### config.mk
export PLATFORM = sky130hd
export DESIGN_NAME = uart_rx
export DESIGN_NICKNAME = d
export VERILOG_FILES = /design/src/rtl/uart_pkg.sv /design/src/rtl/uart_sync_edge.sv /design/src/rtl/uart_rx.sv
export SDC_FILE = /design/constraint.sdc
export NUM_CORES = 1
export LEC_CHECK = 0
export BUFFER_PORTS_ARGS = -buffer_cell sky130_fd_sc_hd__buf_2
export CORE_ASPECT_RATIO = 1.25
export CORE_MARGIN = 2
export CORE_UTILIZATION = 45
export CTS_CLUSTER_DIAMETER = 30
export DETAILED_ROUTE_END_ITERATION = 8
export GPL_TIMING_DRIVEN = 0
export SYNTH_ARGS = -nofsm -noshare
export SYNTH_HDL_FRONTEND = slang
export SYNTH_SLANG_ARGS = --single-unit
### constraint.sdc
create_clock -name clk -period 4.85 [get_ports clk]
set_input_delay 0.485 -clock clk [delete_from_list [all_inputs] [get_ports clk]]
set_output_delay 0.485 -clock clk [all_outputs]
set_load 0.1 [all_outputs]
### src/rtl/uart_pkg.sv
// Shared UART constants and receiver state encodings.
// Used by both uart_tx and uart_rx so the two sides agree on the bit period.
package uart_pkg;

    localparam int unsigned CNT_W     = 16;
    localparam int unsigned DATA_W    = 8;
    localparam int unsigned BIT_IDX_W = 3;

    // Silicon values at 50 MHz / 9600 baud
    localparam logic [CNT_W-1:0] T_1_BIT = 16'd5207;
    localparam logic [CNT_W-1:0] T_HALF  = 16'd2603;

    // Short bit period for simulation (10 clk per bit)
    localparam logic [CNT_W-1:0] SIM_T_1_BIT = 16'd9;
    localparam logic [CNT_W-1:0] SIM_T_HALF  = 16'd4;

    typedef enum logic [4:0] {
        S_IDLE  = 5'b00001,
        S_START = 5'b00010,
        S_DATA  = 5'b00100,
        S_STOP  = 5'b01000,
        S_DONE  = 5'b10000
    } uart_state_e;

endpackage

### src/rtl/uart_sync_edge.sv
// Two-flop synchronizer for the asynchronous rx line plus a falling-edge detector.
// All flops reset to 1 so an idle line produces no edge coming out of reset.
module uart_sync_edge (
    input  logic clk,
    input  logic rst,
    input  logic rx_i,
    output logic rx_o,
    output logic fall_c_o
);

    logic rx_s1_q;
    logic rx_s2_q;
    logic rx_d_q;

    always_ff @(posedge clk or posedge rst) begin
        if (rst) begin
            rx_s1_q <= 1'b1;
            rx_s2_q <= 1'b1;
            rx_d_q  <= 1'b1;
        end else begin
            rx_s1_q <= rx_i;
            rx_s2_q <= rx_s1_q;
            rx_d_q  <= rx_s2_q;
        end
    end

    assign rx_o     = rx_s2_q;
    assign fall_c_o = rx_d_q & ~rx_s2_q;

endmodule

### src/rtl/uart_rx.sv
// UART receiver: 8N1, LSB first, idle-high line.
// Emits one-cycle rx_done_o on a good frame and frame_err_o when the stop bit reads low.
module uart_rx
    import uart_pkg::*;
#(
    parameter logic [CNT_W-1:0] BIT_CNT  = T_1_BIT,
    parameter logic [CNT_W-1:0] HALF_CNT = T_HALF
) (
    input  logic              clk,
    input  logic              rst,
    input  logic              rx_i,
    output logic [DATA_W-1:0] data_o,
    output logic              rx_done_o,
    output logic              frame_err_o,
    output logic              busy_o
);

    logic rx_s;
    logic fall_c;

    uart_state_e            state_q, state_d;
    logic [CNT_W-1:0]       cnt_q, cnt_d;
    logic [BIT_IDX_W-1:0]   idx_q, idx_d;
    logic [DATA_W-1:0]      shreg_q, shreg_d;
    logic                   stop_q, stop_d;
    logic [DATA_W-1:0]      data_q, data_d;
    logic                   done_q, done_d;
    logic                   err_q, err_d;
    logic                   busy_q, busy_d;

    uart_sync_edge u_sync (
        .clk      (clk),
        .rst      (rst),
        .rx_i     (rx_i),
        .rx_o     (rx_s),
        .fall_c_o (fall_c)
    );

    always_ff @(posedge clk or posedge rst) begin
        if (rst) begin
            state_q <= S_IDLE;
            cnt_q   <= '0;
            idx_q   <= '0;
            shreg_q <= '0;
            stop_q  <= 1'b0;
            data_q  <= '0;
            done_q  <= 1'b0;
            err_q   <= 1'b0;
            busy_q  <= 1'b0;
        end else begin
            state_q <= state_d;
            cnt_q   <= cnt_d;
            idx_q   <= idx_d;
            shreg_q <= shreg_d;
            stop_q  <= stop_d;
            data_q  <= data_d;
            done_q  <= done_d;
            err_q   <= err_d;
            busy_q  <= busy_d;
        end
    end

    // Next-state, counter and sampling logic; counter clears on every state change
    always_comb begin
        state_d = state_q;
        cnt_d   = cnt_q;
        idx_d   = idx_q;
        shreg_d = shreg_q;
        stop_d  = stop_q;
        data_d  = data_q;
        done_d  = 1'b0;
        err_d   = 1'b0;

        case (state_q)
            S_IDLE: begin
                cnt_d = '0;
                if (fall_c) begin
                    state_d = S_START;
                end
            end
            S_START: begin
                if (cnt_q == HALF_CNT) begin
                    cnt_d = '0;
                    if (!rx_s) begin
                        state_d = S_DATA;
                        idx_d   = '0;
                    end else begin
                        state_d = S_IDLE;
                    end
                end else begin
                    cnt_d = cnt_q + CNT_W'(1);
                end
            end
            S_DATA: begin
                if (cnt_q == BIT_CNT) begin
                    cnt_d          = '0;
                    shreg_d[idx_q] = rx_s;
                    if (idx_q == BIT_IDX_W'(DATA_W - 1)) begin
                        state_d = S_STOP;
                    end else begin
                        idx_d = idx_q + BIT_IDX_W'(1);
                    end
                end else begin
                    cnt_d = cnt_q + CNT_W'(1);
                end
            end
            S_STOP: begin
                if (cnt_q == BIT_CNT) begin
                    cnt_d   = '0;
                    stop_d  = rx_s;
                    state_d = S_DONE;
                end else begin
                    cnt_d = cnt_q + CNT_W'(1);
                end
            end
            S_DONE: begin
                cnt_d   = '0;
                state_d = S_IDLE;
                if (stop_q) begin
                    data_d = shreg_q;
                    done_d = 1'b1;
                end else begin
                    err_d = 1'b1;
                end
            end
            default: begin
                cnt_d   = '0;
                state_d = S_IDLE;
            end
        endcase

        busy_d = (state_d != S_IDLE);
    end

    assign data_o      = data_q;
    assign rx_done_o   = done_q;
    assign frame_err_o = err_q;
    assign busy_o      = busy_q;

endmodule

After elaboration in Yosys (flattened, before gate mapping)

Cells that the tools add are included.

$add $sub $neg: 2
$lt $le $gt $ge: 2
Equality and inequality tests: 13
Multiplexer cells: 22
Bitwise logic cells: 2
Reduce and logical (&&, ||, !) cells: 7

Operators by type and width:

| operator                                           | count |
|---|---|
| two-way mux 16 bit                                 | 2 |
| one-hot mux 16 bit (2 select lines)                | 1 |
| two-way mux 5 bit                                  | 5 |
| one-hot mux 5 bit (4 select lines)                 | 1 |
| adder 16 x 1 -> 16 bit, second input constant      | 1 |
| == test 16 x 12 -> 1 bit, second input constant    | 1 |
| == test 16 x 13 -> 1 bit, second input constant    | 1 |
| two-way mux 3 bit                                  | 5 |
| bitwise mux 8 bit                                  | 1 |
| != test 2 bit, second input constant               | 4 |
| one-hot mux 3 bit (2 select lines)                 | 1 |
| AND reduction 2 bit                                | 3 |
| == test 5 x 1 -> 1 bit, second input constant      | 1 |
| == test 5 x 2 -> 1 bit, second input constant      | 1 |
| == test 5 x 3 -> 1 bit, second input constant      | 1 |
| == test 5 x 4 -> 1 bit, second input constant      | 1 |
| == test 5 bit, second input constant               | 1 |
| two-way mux 1 bit                                  | 5 |
| != test 5 x 1 -> 1 bit, second input constant      | 1 |
| AND reduction 5 bit                                | 1 |
| < comparator 3 x 4 -> 1 bit, second input constant | 1 |
| adder 3 x 1 -> 3 bit, second input constant        | 1 |
| demux 1 bit (select 3 bit)                         | 1 |
| == test 3 bit, second input constant               | 1 |
| other kinds (6)                                    | 6 |

Flip-flop bits (word level): 47
Input bits: 3
Output and inout port bits: 11
Word-level logic and storage cells: 60

Longest topological paths before layout

Depth in word-level cells: 5
Mapped depth: 6
Depth with buffers taken out: 5

Modules after synthesis

Synthesis repeated with hierarchy kept, for this count alone.

Cells, all modules: 198
Area total of the unflattened synthesis: 2275.9 sq um

Modules (own cells, without submodules):

| module         | times used | cells an instance | area an instance (sq um) | sequential area each (sq um) |
|---|---|---|---|---|
| uart_rx        | 1          | 193               | 2179.6                   | 1102.3 |
| uart_sync_edge | 1          | 5                 | 96.3                     | 78.8 |

Least setup slack after synthesis

No wires, ideal clock.

Kind: register to register
Start point: register cnt_q[0]
End point: register stop_q
Data arrival time: 1.703 ns
Data required time: 4.722 ns
Slack: 3.019 ns
Stages on the path, launching flop included: 6
Buffers on the path: 0
Cells stage by stage: dfrtp_1 ha_1 nor4b_4 nand4_1 and4bb_2 mux2_1

Longest elaborated chain between the ends: 2

Ends and longest elaborated chain:

| what                          | line           | source |
|---|---|---|
| from (decl)                   | uart_rx.sv:22  | `logic [CNT_W-1:0] cnt_q, cnt_d;` |
| from (signal assigned)        | uart_rx.sv:52  | `cnt_q <= cnt_d;` |
| == test 16 x 13 -> 1 bit      | uart_rx.sv:108 | `if (cnt_q == BIT_CNT) begin` |
| AND reduction 2 bit (no line) | n/a            |  |
| to (signal assigned)          | uart_rx.sv:55  | `stop_q <= stop_d;` |
| to (decl)                     | uart_rx.sv:25  | `logic stop_q, stop_d;` |

No other way between the ends.
A chain may end at the register's enable or synchronous reset.

Worst setup path in the final report

Start point: register cnt_q[0]
End point: register shreg_q[7]

Longest elaborated chain between the ends: 2

Ends and longest elaborated chain:

| what                          | line          | source |
|---|---|---|
| == test 16 x 13 -> 1 bit      | uart_rx.sv:95 | `if (cnt_q == BIT_CNT) begin` |
| AND reduction 2 bit (no line) | n/a           |  |
| to (signal assigned)          | uart_rx.sv:54 | `shreg_q <= shreg_d;` |
| to (decl)                     | uart_rx.sv:24 | `logic [DATA_W-1:0] shreg_q, shreg_d;` |

No other way between the ends.

==> impl_metrics.ini <==
[status]
outcome = complete, no violations

[timing]
fin_skew_ns = 0.005943
fin_crit_ns = 2.144
slew-limit-headroom = 0.6751
drv_slew = 0
rsz0062_at_grt = no
finalCritPeriodShare = 0.4421
setup_tns_ns = 0
worst_slew_pin_slew_ns = 0.4908
setup_violations = 0
fmax_mhz = 466.4
hold_viol = 0
setup_ws_ns = 2.706
whs_ns = 0.1555

[cells_and_area]
fin_cells = 279
layout_commonest_cell = dfrtp_1
num-fill-cells = 419
drive_gt1_frac = 0.2740
layout_common_cells = 43 x dfrtp_1, 21 x nor2_1, 17 x buf_2
n_antenna_cell = 0
finalInstanceArea_mm2 = 0.002520
nNetsFinal = 224
area_delta_synth_final_pct = 10.96

[synthesis]
synthArstFlopShare = 1.000
synth.largest_area_cell = dfrtp_1
synth-main-ff-cell = dfrtp_1
synth_nets = 203
yosysSeqAreaShare = 0.5201
synth_cell_types = 45
synthCells = 197
synth_edf_count = 0
yosys_warnings = 0
syn_area_mm2 = 0.002271
synth.area.top_cells = dfrtp_1 47%, mux2_2 7.9%, dfstp_2 4.6%
synth-seq-cells = 47
yosysTopAreaCellShare = 0.4738
syn_area_per_cell_um2 = 11.53

[grt]
met2_usage = 0.3075
grt_use_total = 0.1683
grt_use_met1 = 0.1841
grtUsageMet3 = 0.04065
grt_pass1_wl_um = 7286
antenna_found_initial = 0
grt-ovfl-total = 0
grt_most_used_layer = met2
grt_pass1_vias = 1658
grt_max_degree = 31

[worst_setup_path]
cp_slowest_cell = dfrtp_1
worst_ep_required_time_ns = 5.04
r2r_cells = 5
worstPathCellList = ha_1, nor4b_4, nand4_1, nor4_1, mux2_2
r2r_slack_ns = 2.71
path_max_fanout = 5
end_kind = flip-flop
path_class = reg -> reg
crit_path_max_incr_delay_ns = 0.40
start_kind = flip-flop
worstPathArrival_ns = 2.33
r2r-end = shreg_q[7]$_DFFE_PP0P_
r2r_start = cnt_q[0]$_DFF_PP0_

[placement]
postPlaceCellArea_mm2 = 0.002431
gp_congestion = 0.8486
port-buffer-count = 13
preCtsSetupSlack_ns = 2.691
placed_cells = 271
hpwl_um = 3069

[clock_network]
cts.sinks = 47
cts_setup_buffers = 0
cts_resized = 0
clock-root-buffer = clkbuf_8
hold_buffers = 0
clk_latency_ns = 0.29
ctsHtreeMaxLevel = 2
clk_pin_slew_worst_paths_ns = 0.09
cts_tree = yes
clk_path_buf_depth = 2
cts_buffers = 5

[die]
die_area_mm2 = 0.005635
initial_core_util = 0.4731
core_mm2 = 0.004800
die_width_um = 67.54
die_h_um = 83.43
rows = 28
io_pins = 14

[drt]
remaining_drc_errors = 0
totalWireLength_um = 4155
first_iter_violations = 70
detail-route-antenna-nets = 0
wl_per_cell_um = 14.89
vias = 1576
firstDrtPassIters = 4
via_per_inst = 5.649

[power_and_ir_drop]
p_leak_nw = 1.142
p_clk_frac = 0.291
ir_drop_mv = 0.1847
p_comb_frac = 0.166
p_int_mw = 0.5508
p_sw_frac = 0.3011
switching_power_mw = 0.2373
powerDensity_mw_per_mm2 = 312.7
pwr-share-seq = 0.542

[min_path]
holdCritPathClass = in -> async

[flow_run]
maxCapViolCount = 0
cell type report:
type,count,area [um^2],share of cell area
inverters,5,18.77,0.007448
clock buffers,5,68.82,0.02731
repair buffers,14,85.08,0.03376
multi-input cells,138,1036,0.4111
well taps,60,75.07,0.02979
clock inverters,3,20.02,0.007944
plain buffers,7,35.03,0.01390
flip-flops and latches,47,1181,0.4687
power groups by stage:
| stage | Combinational (mW) | Sequential, mW | Clock [mW] |
|---|---|---|---|
| after detailed placement | 0.132 | 0.435 | 0 |
| after floorplan | 0.0733 | 0.463 | 0 |
| after global routing | 0.144 | 0.430 | 0.260 |
| after global placement | 0.125 | 0.434 | 0 |
| final | 0.131 | 0.427 | 0.230 |
| after CTS | 0.133 | 0.427 | 0.241 |
worst max-delay path: cells and delay by family, from the launching register on:
kind	cells	cell delay, ns
flip-flops	1	0.40
AND/OR/NAND/NOR	3	1.01
adder cells (fa/ha/maj)	1	0.26
multiplexers	1	0.37
logic make-up (layout without fill, tap and decap cells):
kind of cell / after synthesis / in the layout / synth area share
compound gates: 18 / 18 / 0.06061
xor+xnor: 15 / 15 / 0.05785
fa+ha+maj: 3 / 3 / 0.01653
buf+inv: 12 / 34 / 0.02370
flops: 47 / 47 / 0.5201
mux: 18 / 18 / 0.09091
simple gates: 84 / 84 / 0.2303
state kept, by name (all words and copies together), names as in the netlist:
| signal | cells |
|---|---|
| stop_q | 1 |
| busy_o | 1 |
| cnt_q | 16 |
| data_o | 8 |
| state_q | 5 |
| shreg_q | 8 |
| idx_q | 3 |
| u_sync.rx_d_q | 1 |
| frame_err_o | 1 |
| u_sync.rx_s1_q | 1 |
| u_sync.rx_o | 1 |
| rx_done_o | 1 |
per-stage QoR:
stage	util	power (mW)
floorplan	-	0.5365
global placement	0.5023	0.5591
global route	0.5250	0.8346
finish	0.5250	0.7881
detailed placement	0.5065	0.5668
CTS	0.5250	0.8004
layer usage:
| layer | part of all wire | vias to the layer above |
|---|---|---|
| met5 | 0 | - |
| met1 | 0.42 | 780 |
| met4 | 0.015 | 0 |
| met2 | 0.54 | 23 |
| met3 | 0.027 | 7 |
| li1 | - | 766 |
worst max path at each step:
stage,startpoint,endpoint,slack (ns),cells past startpoint
6_report,cnt_q[0]$_DFF_PP0_,shreg_q[7]$_DFFE_PP0P_,2.71,5
5_1_grt,cnt_q[0]$_DFF_PP0_,shreg_q[7]$_DFFE_PP0P_,2.54,5
4_1_cts,cnt_q[0]$_DFF_PP0_,shreg_q[7]$_DFFE_PP0P_,2.69,5
3_5_place_dp,cnt_q[0]$_DFF_PP0_,shreg_q[7]$_DFFE_PP0P_,2.69,5
2_1_floorplan,cnt_q[0]$_DFF_PP0_,stop_q$_DFFE_PP0P_,3.02,5
3_3_place_gp,rst,frame_err_o$_DFF_PP0_,2.72,2
synthesized netlist by cell type (all sizes together) (2+ instances only):
master / count
nor4b: 4
ha: 3
nand4: 7
a22o: 2
nor3b: 3
and4: 5
clkbuf: 2
dfrtp: 43
or3: 2
xnor2: 6
buf: 5
nor4: 8
o21a: 3
and4b: 2
o21ai: 3
a21oi: 2
dfstp: 4
mux2: 18
nand2: 7
inv: 5
xor2: 9
nand2b: 2
nor2: 21
nor3: 6
nand3: 11
Note: power is estimated with default switching activity, not from simulation.
